### config.mk
export PLATFORM = sky130hd
export DESIGN_NAME = instr_fetch_unit
export DESIGN_NICKNAME = d
export VERILOG_FILES = /design/src/rtl/instr_fetch_unit.sv
export SDC_FILE = /design/constraint.sdc
export NUM_CORES = 1
export LEC_CHECK = 0
export BUFFER_PORTS_ARGS = -buffer_cell sky130_fd_sc_hd__buf_2
export CAP_MARGIN = 25
export CORE_MARGIN = 4
export CORE_UTILIZATION = 60
export CTS_BUF_LIST = sky130_fd_sc_hd__clkbuf_16
export DETAILED_ROUTE_END_ITERATION = 10
export PLACE_DENSITY = 0.87
export SLEW_MARGIN = 15
export SYNTH_ARGS = -nofsm -noshare
export SYNTH_HDL_FRONTEND = slang
export SYNTH_SLANG_ARGS = --single-unit
### constraint.sdc
create_clock -name clk -period 8.35 [get_ports clk]
set_input_delay 1.2525 -clock clk [delete_from_list [all_inputs] [get_ports clk]]
set_output_delay 1.2525 -clock clk [all_outputs]
set_load 0.01 [all_outputs]
### src/rtl/instr_fetch_unit.sv
// ---------------------------------------------------------------------------
// instr_fetch_unit
//
// Purpose:
//   Owns the fetch program counter, issues word reads to instruction memory
//   over a req/ack handshake, buffers returned words in a small prefetch
//   queue and presents them to the core with valid/ready. A redirect from
//   the core flushes the queue and restarts fetch at the new address; a
//   response still in flight at that moment is dropped.
//
// Optional feature (macro IFU_PERF_CNT_EN):
//   Adds fetch_count (delivered instructions, wrapping) and drop_count
//   (discarded memory responses, saturating). Without the macro neither
//   port nor counter exists.
//
// Ports:
//   clk            in   1   system clock, rising edge
//   Reset          in   1   synchronous active-low reset
//   redirect_valid in   1   core requests a fetch restart
//   redirect_pc    in  32   restart address, bits [1:0] ignored
//   imem_req       out  1   read request to instruction memory
//   imem_addr      out 32   word address of the request
//   imem_ack       in   1   memory completes request, imem_rdata valid
//   imem_rdata     in  32   instruction word from memory
//   inst_valid     out  1   inst/PC hold a valid instruction
//   inst_ready     in   1   core accepts inst this cycle
//   inst           out 32   instruction word to core
//   PC             out 32   address of inst
//   fetch_count    out 32   (IFU_PERF_CNT_EN only)
//   drop_count     out 16   (IFU_PERF_CNT_EN only)
// ---------------------------------------------------------------------------
module instr_fetch_unit #(
   parameter logic [31:0] RESET_PC = 32'h0000_0000,
   parameter int          QDEPTH   = 2
) (
   input  logic        clk,
   input  logic        Reset,
   input  logic        redirect_valid,
   input  logic [31:0] redirect_pc,
   output logic        imem_req,
   output logic [31:0] imem_addr,
   input  logic        imem_ack,
   input  logic [31:0] imem_rdata,
   output logic        inst_valid,
   input  logic        inst_ready,
   output logic [31:0] inst,
   output logic [31:0] PC
`ifdef IFU_PERF_CNT_EN
   ,
   output logic [31:0] fetch_count,
   output logic [15:0] drop_count
`endif
);

   localparam int            CW = $clog2(QDEPTH + 1);
   localparam logic [CW-1:0] QD = CW'(QDEPTH);

   typedef enum logic [1:0] {S_IDLE, S_REQ, S_DROP} state_t;

   state_t        state_q, state_d;
   logic [31:0]   fetch_pc_q, fetch_pc_d;
   logic          imem_req_q, imem_req_d;
   logic [31:0]   imem_addr_q, imem_addr_d;
   logic          inst_valid_q, inst_valid_d;
   logic [CW-1:0] count_q, count_d;
   logic [31:0]   q_inst_q [QDEPTH];
   logic [31:0]   q_inst_d [QDEPTH];
   logic [31:0]   q_pc_q   [QDEPTH];
   logic [31:0]   q_pc_d   [QDEPTH];

   logic          push, pop, discard;
   logic [CW-1:0] widx;
   logic [31:0]   redir_pc;
   logic          unused_rpc_lsbs;

   assign redir_pc        = {redirect_pc[31:2], 2'b00};
   assign unused_rpc_lsbs = ^redirect_pc[1:0];

   // Queue and FSM next-state. Redirect wins over pop and push in the same
   // cycle. Entry 0 is always the head so outputs come straight from flops.
   always_comb begin
      state_d      = state_q;
      fetch_pc_d   = fetch_pc_q;
      imem_req_d   = imem_req_q;
      imem_addr_d  = imem_addr_q;
      count_d      = count_q;
      q_inst_d     = q_inst_q;
      q_pc_d       = q_pc_q;
      widx         = '0;

      pop     = inst_valid_q & inst_ready & ~redirect_valid;
      push    = (state_q == S_REQ) & imem_ack & ~redirect_valid;
      discard = imem_ack & ((state_q == S_DROP) |
                            ((state_q == S_REQ) & redirect_valid));

      if (redirect_valid) begin
         count_d = '0;
      end else begin
         if (pop) begin
            for (int i = 0; i < QDEPTH - 1; i++) begin
               q_inst_d[i] = q_inst_q[i+1];
               q_pc_d[i]   = q_pc_q[i+1];
            end
         end
         // After a pop the first free slot moves down by one.
         widx = pop ? (count_q - CW'(1)) : count_q;
         for (int i = 0; i < QDEPTH; i++) begin
            if (push && (CW'(i) == widx)) begin
               q_inst_d[i] = imem_rdata;
               q_pc_d[i]   = fetch_pc_q;
            end
         end
         count_d = count_q + CW'(push) - CW'(pop);
      end

      inst_valid_d = (count_d != '0);

      // Credit is judged on the post-push/pop occupancy, so a new request
      // is only launched if its word is guaranteed a queue slot.
      case (state_q)
         S_IDLE: begin
            if (redirect_valid) begin
               fetch_pc_d = redir_pc;
            end else if (count_d < QD) begin
               state_d     = S_REQ;
               imem_req_d  = 1'b1;
               imem_addr_d = fetch_pc_q;
            end
         end
         S_REQ: begin
            if (redirect_valid) begin
               fetch_pc_d = redir_pc;
               if (imem_ack) begin
                  state_d    = S_IDLE;
                  imem_req_d = 1'b0;
               end else begin
                  state_d = S_DROP;
               end
            end else if (imem_ack) begin
               fetch_pc_d = fetch_pc_q + 32'd4;
               if (count_d < QD) begin
                  imem_addr_d = fetch_pc_q + 32'd4;
               end else begin
                  state_d    = S_IDLE;
                  imem_req_d = 1'b0;
               end
            end
         end
         S_DROP: begin
            // Request stays up until memory answers; that answer is stale.
            if (redirect_valid) begin
               fetch_pc_d = redir_pc;
            end
            if (imem_ack) begin
               state_d    = S_IDLE;
               imem_req_d = 1'b0;
            end
         end
         default: begin
            state_d    = S_IDLE;
            imem_req_d = 1'b0;
         end
      endcase
   end

   always_ff @(posedge clk) begin
      if (!Reset) begin
         state_q      <= S_IDLE;
         fetch_pc_q   <= RESET_PC;
         imem_req_q   <= 1'b0;
         imem_addr_q  <= RESET_PC;
         inst_valid_q <= 1'b0;
         count_q      <= '0;
         for (int i = 0; i < QDEPTH; i++) begin
            q_inst_q[i] <= 32'h0;
            q_pc_q[i]   <= RESET_PC;
         end
      end else begin
         state_q      <= state_d;
         fetch_pc_q   <= fetch_pc_d;
         imem_req_q   <= imem_req_d;
         imem_addr_q  <= imem_addr_d;
         inst_valid_q <= inst_valid_d;
         count_q      <= count_d;
         q_inst_q     <= q_inst_d;
         q_pc_q       <= q_pc_d;
      end
   end

   assign imem_req   = imem_req_q;
   assign imem_addr  = imem_addr_q;
   assign inst_valid = inst_valid_q;
   assign inst       = q_inst_q[0];
   assign PC         = q_pc_q[0];

`ifdef IFU_PERF_CNT_EN
   logic [31:0] fetch_cnt_q;
   logic [15:0] drop_cnt_q;

   always_ff @(posedge clk) begin
      if (!Reset) begin
         fetch_cnt_q <= 32'h0;
         drop_cnt_q  <= 16'h0;
      end else begin
         if (pop) begin
            fetch_cnt_q <= fetch_cnt_q + 32'd1;
         end
         if (discard && (drop_cnt_q != 16'hFFFF)) begin
            drop_cnt_q <= drop_cnt_q + 16'd1;
         end
      end
   end

   assign fetch_count = fetch_cnt_q;
   assign drop_count  = drop_cnt_q;
`else
   logic unused_discard;
   assign unused_discard = discard;
`endif

endmodule

======== Word level (Yosys, flattened, before mapping) ========
Cells that the tools add are included.
storage, ports and cells
  logic and storage cells ................. 78
  flip-flop bits (word level) ............. 198
  output and inout bits ................... 98
cells by class
  add/sub/neg operators ................... 4
  equality and inequality tests ........... 12
  reductions and logical operators ........ 15
  magnitude comparators ................... 1
  bitwise logic cells ..................... 5
  mux-type cells .......................... 31
operators with widths
  kind                                                                      number
  32-bit 2-to-1 mux                                                         12
  32-bit case mux with 2 select lines                                       2
  32-bit by 3-bit adder with 32-bit output (second input constant)          1
  2-bit 2-to-1 mux                                                          9
  2-bit inequality test (second input constant)                             5
  2-bit nonzero test                                                        4
  1-bit 2-to-1 mux                                                          6
  3-bit inequality test (second input constant)                             2
  2-bit case mux with 3 select lines                                        1
  6-bit AND reduction                                                       1
  5-bit AND reduction                                                       1
  1-bit bitwise AND                                                         4
  2-bit logical NOT                                                         2
  2-bit by 1-bit inequality test with 1-bit output (second input constant)  2
  2-bit AND reduction                                                       2
  4-bit AND reduction                                                       1
  1-bit case mux with 3 select lines                                        1
  3-bit AND reduction                                                       1
  2-bit by 1-bit adder with 2-bit output                                    1
  1-bit by 2-bit == test with 1-bit output (first input constant)           1
  2-bit by 1-bit == test with 1-bit output (second input constant)          1
  2-bit == test (second input constant)                                     1
  1-bit logical AND                                                         2
  2-bit less-than comparator (second input constant)                        1
  4 further kinds                                                           4

======== Logic depth before layout (Yosys ltp) ========
Gate-level depths: netlist (run 1).
  word-level depth ........................ 11
  gate-level depth with buffers ........... 13
  mapped depth without buffers ............ 10

======== Worst setup path after synthesis (run 1) ========
OpenSTA, ideal clock, no wires.
  path type ............................... input port to flip-flop
  from .................................... input redirect_valid
  to ...................................... register imem_addr_q[11] (netlist: imem_addr[11])
  path slack .............................. 4705 ps
  library setup time ...................... 132 ps
  stages on the path ...................... 12
  arrival time ............................ 3513 ps
  buffers on the path ..................... 4
  data required time ...................... 8218 ps
  cell sequence ........................... nand4bb_1 clkbuf_1 clkbuf_1 ha_1 inv_1 ha_1 xnor3_1 nand2_1 a21oi_1 clkbuf_1 buf_1 a21oi_1
between the ends
  word-level cells in the longest chain between the ends .. 8
  elaborated cells on any way between the ends .. 12
  those cells by class .................... add/sub (2); order compare (1); eq/ne (4); mux (1); bitwise (3); reduce/logical (1)
RTL lines
  item                                                                                                        RTL line  text
  start, declared                                                                                             38        input logic redirect_valid,
  1-bit NOT (no line)                                                                                         n/a
  1-bit bitwise AND                                                                                           92        push = (state_q == S_REQ) & imem_ack & ~redirect_valid;
  2-bit by 1-bit adder with 2-bit output                                                                      113       count_d = count_q + CW'(push) - CW'(pop);
  2-bit by 1-bit subtractor with 2-bit output                                                                 113
  2-bit 2-to-1 mux                                                                                            96        if (redirect_valid) begin
  2-bit less-than comparator                                                                                  124, 141
  2-bit by 1-bit inequality test with 1-bit output (no line) / 2-bit inequality test (equally long branches)  n/a
  6-bit AND reduction (no line) *                                                                             n/a
  end signal, assigned                                                                                        182       imem_addr_q <= imem_addr_d;
  end, declared                                                                                               63        logic [31:0] imem_addr_q, imem_addr_d;
Every way passes the cells marked *; elsewhere a longest branch is shown, timed or not.
A chain may end at the register's enable or synchronous reset.

======== Worst setup path after layout (run 1) ========
  from .................................... input redirect_valid
  to ...................................... register imem_addr_q[21] (netlist: imem_addr[21])
The elaborated chain is that of the path after synthesis.

==> results.json, run 1 <==
{
  "multi_input_comb_area_um2": 4380,
  "wl_um": 22700,
  "start_util": 0.620,
  "worst_hold_path_type": "reg2reg",
  "register_area_um2": 3800,
  "finalPower_w": 0.00205,
  "synthAdderAreaFrac": 0.00412,
  "rows": 44,
  "cts_tree": "done",
  "dr.pass1.iters": 7,
  "setup_violations": 0,
  "synthTopCellsByArea": "dfxtp_1 (42%), a21oi_1 (8.7%), mux2i_1 (7.2%)",
  "grt_max_degree": 125,
  "antenna_cells": 0,
  "async_flop_share": 0,
  "hold_slack_ns": 0.454,
  "min_from": "q_inst_q[26]$_SDFFE_PN0P_",
  "hold_path_end": "q_inst_q[26]$_SDFFE_PN0P_",
  "crit_type": "in2reg",
  "grt_pass1_wl_um": 37000,
  "clockBufferDepth": 2,
  "fin_crit_sh": 0.527,
  "yosysTopAreaCell": "dfxtp_1",
  "utilization": 0.681,
  "slew_headroom": 0.282,
  "synth_flop_cell": "dfxtp_1",
  "crit_path_end_kind": "flop",
  "hpwlAfterDp_um": 14200,
  "synthSimpleGateAreaFrac": 0.158,
  "synthXorXnorAreaFrac": 0.0246,
  "period_minus_slack_ns": 4.40,
  "die_x_um": 131,
  "synth_top_family_by_area": "compound AO/OA/AOI/OAI gates",
  "grt_overflow_total": 0,
  "r2r_end": "imem_addr[21]$_SDFFE_PN0P_",
  "insertion_delay_ns": 0.44,
  "crit_path_max_fanout": 40,
  "crit_path_start_kind": "input pin",
  "ios": 167,
  "syn_avg_cell_area_um2": 8.21,
  "drc": 0,
  "fin_skew_ns": 0.0116,
  "max_freq_mhz": 227,
  "hold_depth": 2,
  "tns_ns": 0,
  "portBuffers": 160,
  "synth_common_cells": "dfxtp_1 (190), nand2_1 (164), a21oi_1 (158), o21ai_0 (106), buf_4 (70)",
  "routabilityCongestion": 0.891,
  "cp_data_required_time_ns": 8.71,
  "yosysWarnings": 0,
  "power_density_nw_per_um2": 205,
  "grt_setup_unrepaired": "false",
  "die-height_um": 131,
  "synth_edf_count": 0,
  "cts_buffers": 17,
  "synth.most_common_cell": "dfxtp_1",
  "cts_setup_buffers": 0,
  "rrSetupSlack_ns": 4.47,
  "clkTransAtPathRegs_ns": 0.07,
  "netlist_area_um2": 9120,
  "routed_via_density": 6.06,
  "syn_inst": 1111,
  "antenna_found_initial": 0,
  "synth_compound_area_frac": 0.215,
  "die_area_um2": 17200,
  "finalHoldViolCount": 0,
  "rr_startpoint": "state_q[0]$_SDFFE_PN0P_",
  "final_net_count": 1203,
  "yosysSeqAreaShare": 0.417,
  "ant_nets": 0,
  "leakagePower_nw": 4.26,
  "post_drt_wl_per_cell_um": 17.1,
  "worstMarginPinSlew_ns": 1.08,
  "drt_iter0_drc": 712,
  "drive_gt1_frac": 0.195,
  "syn2layout_area_growth_pct": 9.81,
  "grt_pass1_vias": 7424,
  "cts.sinks": 190,
  "rr_worst_depth": 10,
  "vdd_ir_drop_max_mv": 0.191,
  "cts_max_level": 4,
  "outcome": "finished, final reports clean",
  "synthMuxAreaShare": 0.0737,
  "drv_slew": 0,
  "worstPathArrival_ns": 4.76,
  "fillers": 1173,
  "synth_top_area_share": 0.417,
  "ys_ff_latch": 190,
  "ctsResizeCount": 0,
  "coreArea_um2": 14700,
  "cts_root_buf": "clkbuf_16",
  "grt_usage": 0.256,
  "cts_hold_buf": 0,
  "vias": 8051,
  "synth_cell_types": 63,
  "drv_cap": 0
}
==> worst max path at each step <==
stage,startpoint,to,cells past startpoint
floorplan,redirect_valid,imem_addr[11]$_SDFFE_PN0P_,12
global placement,redirect_valid,imem_addr[28]$_SDFFE_PN0P_,11
detailed placement,redirect_valid,imem_addr[27]$_SDFFE_PN0P_,11
CTS,redirect_valid,imem_addr[14]$_SDFFE_PN0P_,11
global route,redirect_valid,imem_addr[21]$_SDFFE_PN0P_,11
finish,redirect_valid,imem_addr[21]$_SDFFE_PN0P_,11
==> final cells by class <==
class,instances,area share
multi-input combinational,744,0.438
clock buffer,17,0.0425
sequential,190,0.380
timing repair buffer,171,0.0915
tap,184,0.0230
clock inverter,15,0.0226
inverter,7,0.00262
==> worst max-delay path: stages <==
cell and delay, ns:
buf_2 0.23, nand4bb_1 0.82, ha_1 0.61, inv_1 0.04, ha_1 0.17, xnor3_1 0.24, nand2_1 0.12, a21oi_4 0.43
buf_4 0.44, o21ai_0 0.18, a21oi_1 0.19
==> kinds of logic (layout without fill, tap and decap cells) <==
group / count (synthesis) / after routing
fa+ha+maj: 3 / 3
flops: 190 / 190
other cells: 1 / 4
compound gates: 345 / 345
buf+inv: 180 / 210
xor+xnor: 24 / 24
simple gates: 301 / 301
mux: 67 / 67
==> metrics by stage <==
step           area, µm²  worst slack [ns]  cells
2_1_floorplan       9130              4.70   1114
3_3_place_gp        9310              3.66   1294
3_5_place_dp        9340              3.62   1295
4_1_cts             9990              4.01   1327
5_1_grt            10000              3.64   1328
6_report           10000              3.95   1328
==> per-layer routing <==
layer  routed length [µm]  GRT usage
met5                    0          0
met4                  466     0.0951
met3                 1800     0.0562
met2                10400      0.403
met1                10100      0.348
==> sequential cells by signal (all words and copies together), names as in the netlist, 2 cells and up <==
signal and flops:
q_inst_q 32, imem_addr 30, q_pc_q 30, count_q 2, fetch_pc_q 30, state_q 2
inst 32, PC 30
==> where the power goes <==
group | switching [W] | total (W) | internal (W)
Combinational | 0.000108 | 0.000181 | 0.0000723
Sequential | 0.0000396 | 0.000979 | 0.000940
Clock | 0.000378 | 0.000892 | 0.000513
Total | 0.000526 | 0.00205 | 0.00153
==> placed cells by master (no fill, tap or decap), types with 4 or more instances in the layout <==
cell and n:
nor3_1 16, o21ai_0 106, o211ai_1 5, o31a_1 5, xor2_1 5, bufinv_16 4, nand2b_1 4, a21oi_1 157
clkinv_4 4, nand4_1 7, a21o_1 4, xnor2_1 18, a32oi_1 5, and2_1 6, o31ai_1 8, inv_1 6
nand4_2 4, buf_4 9, nand2_1 164, nor2_1 34, or3_1 7, and3_1 5, conb_1 4, o21a_1 4
or4_1 9, clkbuf_16 17, inv_6 5, dfxtp_1 190, a31oi_1 14, buf_2 160, a211oi_1 8, mux2i_1 66
nor4_1 6, nand3_1 17
Power figures use the tool's default switching activity.
==> run 2: changes to the inputs <==
Settings changed: CORE_UTILIZATION 60 to 56, PLACE_DENSITY 0.87 to 0.82.
Clock period 8.35 ns to 4.5 ns, I/O delays scaled along.
==> results.json, run 2 (synthesized netlist as in run 1, its figures left out) <==
{
  "outcome": "finished, final reports clean",
  "setup_violations": 0,
  "worst_hold_path_type": "reg2reg",
  "clkTransAtPathRegs_ns": 0.07,
  "routabilityCongestion": 0.881,
  "fillers": 1390,
  "hold_path_end": "q_inst_q[1]$_SDFFE_PN0P_",
  "routed_via_density": 5.81,
  "power_density_nw_per_um2": 360,
  "crit_type": "in2reg",
  "ant_nets": 0,
  "pwr-share-comb": 0.094,
  "rows": 46,
  "portBuffers": 160,
  "final_common_cell": "dfxtp_1",
  "grt_overflow_total": 0,
  "drv_cap": 0,
  "die_x_um": 136,
  "drive_gt1_frac": 0.193,
  "seq_power_share": 0.506,
  "drt_iter0_drc": 760,
  "r2r_end": "imem_addr[3]$_SDFFE_PN0P_",
  "clockPowerShare": 0.400,
  "cts_max_level": 4,
  "vias": 7925,
  "grt_pass1_vias": 7142,
  "grt_max_degree": 125,
  "dr.pass1.iters": 6,
  "crit_path_max_fanout": 27,
  "cts_tree": "done",
  "switching_share": 0.253,
  "cts_hold_buf": 0,
  "fin_crit_sh": 0.693,
  "rr_startpoint": "state_q[0]$_SDFFE_PN0P_",
  "final_cell_mix": "dfxtp_1 (190), nand2_1 (164), buf_2 (160), a21oi_1 (157), o21ai_0 (106)",
  "start_util": 0.572,
  "cts_buffers": 17,
  "cts_root_buf": "clkbuf_16",
  "finalHoldViolCount": 0,
  "die-height_um": 136,
  "slew_headroom": 0.327,
  "hpwlAfterDp_um": 14800,
  "tns_ns": 0,
  "grt_usage": 0.241,
  "post_drt_wl_per_cell_um": 16.6,
  "min_from": "q_inst_q[1]$_SDFFE_PN0P_",
  "multi_input_comb_area_um2": 4380,
  "ctsResizeCount": 0,
  "rrSetupSlack_ns": 1.49,
  "wl_um": 22700,
  "hold_slack_ns": 0.454,
  "period_minus_slack_ns": 3.12,
  "netSwitchingPower_w": 0.000908,
  "grt_setup_unrepaired": "false",
  "cts_setup_buffers": 0,
  "register_area_um2": 3800,
  "die_area_um2": 18400,
  "insertion_delay_ns": 0.43,
  "drv_slew": 0,
  "hold_depth": 2,
  "antenna_cells": 0,
  "ios": 167,
  "syn2layout_area_growth_pct": 9.41,
  "leakagePower_nw": 4.23,
  "internal_power_w": 0.00269,
  "cp_data_required_time_ns": 4.82,
  "crit_path_start_kind": "input pin",
  "final_net_count": 1208,
  "worstMarginPinSlew_ns": 1.01,
  "cts.sinks": 190,
  "drc": 0,
  "crit_path_end_kind": "flop",
  "clockBufferDepth": 2,
  "grt_pass1_wl_um": 35900,
  "antenna_found_initial": 0,
  "rr_worst_depth": 10,
  "fin_skew_ns": 0.0138,
  "vdd_ir_drop_max_mv": 0.253,
  "worstPathArrival_ns": 3.44,
  "max_freq_mhz": 321,
  "coreArea_um2": 15900
}
## run 2: cell count changes in the layout (fill, tap and decap cells not counted), sizes merged
cell / previous run / this run
buf: 171 / 176
inv: 13 / 10
bufinv: 4 / 2
clkinvlp: 0 / 4
## run 2: final cells by class
class	instances	area share
clock buffers	17	0.0426
repair buffers	176	0.0943
clock inverters	14	0.0129
well taps	216	0.0271
inverters	7	0.00263
flip-flops and latches	190	0.381
multi-input cells	744	0.439
## run 2: how the worst max path moves through the flow
stage | start | to | slack [ns]
floorplan | redirect_valid | imem_addr[11]$_SDFFE_PN0P_ | 1.43
global placement | redirect_valid | imem_addr[7]$_SDFFE_PN0P_ | 1.04
detailed placement | redirect_valid | imem_addr[3]$_SDFFE_PN0P_ | 0.95
CTS | redirect_valid | imem_addr[3]$_SDFFE_PN0P_ | 1.37
global route | redirect_valid | imem_addr[3]$_SDFFE_PN0P_ | 1.20
finish | redirect_valid | imem_addr[3]$_SDFFE_PN0P_ | 1.38
## run 2: metal layers
layer  global-route usage  routed length, µm  vias up
li1                     -                  -     3872
met1                0.327               9880     3689
met2                0.386              10500      323
met3               0.0438               1880       41
met4               0.0840                465        0
met5                    0                  0        -
## run 2: power groups by stage
stage               Sequential, W  Clock [W]  Combinational (W)
finish                    0.00182    0.00144           0.000337
global route              0.00183    0.00153           0.000369
CTS                       0.00182    0.00146           0.000334
detailed placement        0.00185          0           0.000332
global placement          0.00185          0           0.000326
floorplan                 0.00182          0           0.000262
## run 2: worst max-delay path, cell delays in order
cell and delay, ns:
buf_2 0.33, nand3b_1 0.31, inv_1 0.07, ha_1 0.27
inv_1 0.04, ha_1 0.17, xnor3_1 0.25, nand2_1 0.13
a21oi_4 0.52, buf_4 0.33, nor2_1 0.06, a311oi_1 0.28
## run 2: stage by stage
step | total power (W) | utilization | instance area [µm²] | setup WS (ns) | instances
after floorplan | 0.00208 | - | 9130 | 1.43 | 1114
after global placement | 0.00218 | 0.590 | 9410 | 1.04 | 1332
after detailed placement | 0.00219 | 0.590 | 9410 | 0.954 | 1332
after CTS | 0.00361 | 0.625 | 9960 | 1.37 | 1363
after global routing | 0.00372 | 0.626 | 9980 | 1.20 | 1364
final | 0.00359 | 0.626 | 9980 | 1.38 | 1364
==> run 3: changes to the inputs <==
Settings changed: CORE_UTILIZATION 56 to 51, PLACE_DENSITY 0.82 to 0.79.
Clock period 4.5 ns to 2.7 ns, I/O delays scaled along.
==> results.json, run 3 (synthesized netlist as in run 1, its figures left out) <==
{
  "outcome": "finished, final reports clean",
  "ctsResizeCount": 0,
  "rr_worst_depth": 10,
  "crit_path_start_kind": "flop",
  "power_density_nw_per_um2": 586,
  "cts_hold_buf": 0,
  "tns_ns": 0,
  "fin_crit_sh": 0.895,
  "syn2layout_area_growth_pct": 11.9,
  "portBuffers": 160,
  "final_net_count": 1230,
  "drt_iter0_drc": 653,
  "pwr-share-comb": 0.105,
  "grt_max_degree": 125,
  "worstSetupEndpoint": "imem_addr[28]$_SDFFE_PN0P_",
  "setup_violations": 0,
  "internal_power_w": 0.00443,
  "fin_skew_ns": 0.0136,
  "crit_path_start": "state_q[1]$_SDFFE_PN0P_",
  "routed_via_density": 5.66,
  "clockBufferDepth": 2,
  "die_x_um": 142,
  "rrSetupSlack_ns": 0.28,
  "r2r_end": "imem_addr[28]$_SDFFE_PN0P_",
  "netSwitchingPower_w": 0.00155,
  "insertion_delay_ns": 0.42,
  "utilization": 0.586,
  "die_area_um2": 20100,
  "fin_ws_ns": 0.283,
  "wl_um": 22800,
  "worstPathArrival_ns": 2.76,
  "grt_usage": 0.226,
  "preCtsSetupSlack_ns": 0.204,
  "period_minus_slack_ns": 2.42,
  "crit_path_max_fanout": 26,
  "drive_gt1_frac": 0.208,
  "final_cells": 1396,
  "dr.pass1.iters": 6,
  "post_drt_wl_per_cell_um": 16.3,
  "start_util": 0.523,
  "grt_pass1_vias": 7411,
  "routabilityCongestion": 0.891,
  "grt_pass1_wl_um": 37200,
  "grt_overflow_total": 0,
  "clockPowerShare": 0.394,
  "seq_power_share": 0.500,
  "cts_tree": "done",
  "die-height_um": 142,
  "cts.sinks": 190,
  "drc": 0,
  "hold_depth": 2,
  "switching_share": 0.260,
  "antenna_found_initial": 0,
  "hpwlAfterDp_um": 14900,
  "ios": 167,
  "final_cell_mix": "dfxtp_1 (190), nand2_1 (164), buf_2 (160), a21oi_1 (157), o21ai_0 (106)",
  "vias": 7903,
  "leakagePower_nw": 4.35,
  "crit_type": "reg2reg",
  "drv_cap": 0,
  "finalHoldViolCount": 0,
  "coreArea_um2": 17400,
  "cts_root_buf": "clkbuf_16",
  "final_common_cell": "dfxtp_1",
  "rr_startpoint": "state_q[1]$_SDFFE_PN0P_",
  "placed_cells_incl_taps": 1364,
  "clkTransAtPathRegs_ns": 0.07,
  "antenna_cells": 0,
  "max_freq_mhz": 414,
  "grt_setup_unrepaired": "false",
  "vdd_ir_drop_max_mv": 0.396,
  "drv_slew": 0,
  "cts_max_level": 4,
  "worstMarginPinSlew_ns": 0.848,
  "worst_hold_path_type": "in2reg",
  "cts_setup_buffers": 0,
  "rows": 48,
  "cts_buffers": 17,
  "cp_data_required_time_ns": 3.04,
  "crit_path_end_kind": "flop",
  "ant_nets": 0,
  "slew_headroom": 0.435
}
==> run 3: cell count changes in the layout (fill, tap and decap cells not counted), moves of 2 or more <==
cell and change:
buf_4 +18, buf_12 +5, clkinv_1 +3, clkinv_2 -2, clkinv_4 +2, inv_1 -2, inv_6 +2
==> run 3: cell type report <==
cell class	instances	area, µm²
fill	1577	7220
tap	225	282
inverter	7	26.3
timing repair buffer	198	1160
multi-input combinational	744	4380
clock inverter	15	120
clock buffer	17	425
sequential	190	3800
==> run 3: through the flow <==
step	power (W)	hold WS (ns)	area, µm²
floorplan	0.00347	0.436	9130
global placement	0.00366	0.441	9650
detailed placement	0.00368	0.447	9650
CTS	0.00601	0.186	10200
global route	0.00622	0.211	10200
finish	0.00598	0.207	10200
==> run 3: critical path: stages (launching register included) <==
cell	delay, ns
dfxtp_1	0.40
nand4bb_1	0.24
ha_1	0.30
inv_1	0.04
ha_1	0.17
xnor3_1	0.25
nand2_1	0.14
a21oi_4	0.18
buf_4	0.29
o21ai_0	0.11
a31oi_1	0.19
==> run 3: worst min-delay path by stage <==
| stage | slack (ns) | to | startpoint |
|---|---|---|---|
| floorplan | 0.44 | q_inst_q[0]$_SDFFE_PN0P_ | q_inst_q[0]$_SDFFE_PN0P_ |
| global placement | 0.44 | q_inst_q[3]$_SDFFE_PN0P_ | q_inst_q[3]$_SDFFE_PN0P_ |
| detailed placement | 0.45 | q_pc_q[13]$_SDFFE_PN0P_ | q_pc_q[13]$_SDFFE_PN0P_ |
| CTS | 0.19 | count_q[0]$_SDFF_PN0_ | redirect_valid |
| global route | 0.21 | count_q[0]$_SDFF_PN0_ | redirect_valid |
| finish | 0.21 | count_q[0]$_SDFF_PN0_ | redirect_valid |
==> run 3: power by group through the flow <==
stage | logic, W | registers [W] | clock network [W]
after floorplan | 0.000437 | 0.00303 | 0
after global placement | 0.000613 | 0.00305 | 0
after detailed placement | 0.000622 | 0.00305 | 0
after CTS | 0.000627 | 0.00299 | 0.00240
after global routing | 0.000692 | 0.00300 | 0.00252
final | 0.000629 | 0.00299 | 0.00236
==> run 3: routing by layer <==
layer	part of all wire	wire, µm	global-route usage
met4	0.015	345	0.0652
met2	0.47	10600	0.368
met5	0	0	0
met3	0.074	1680	0.0428
met1	0.45	10100	0.307
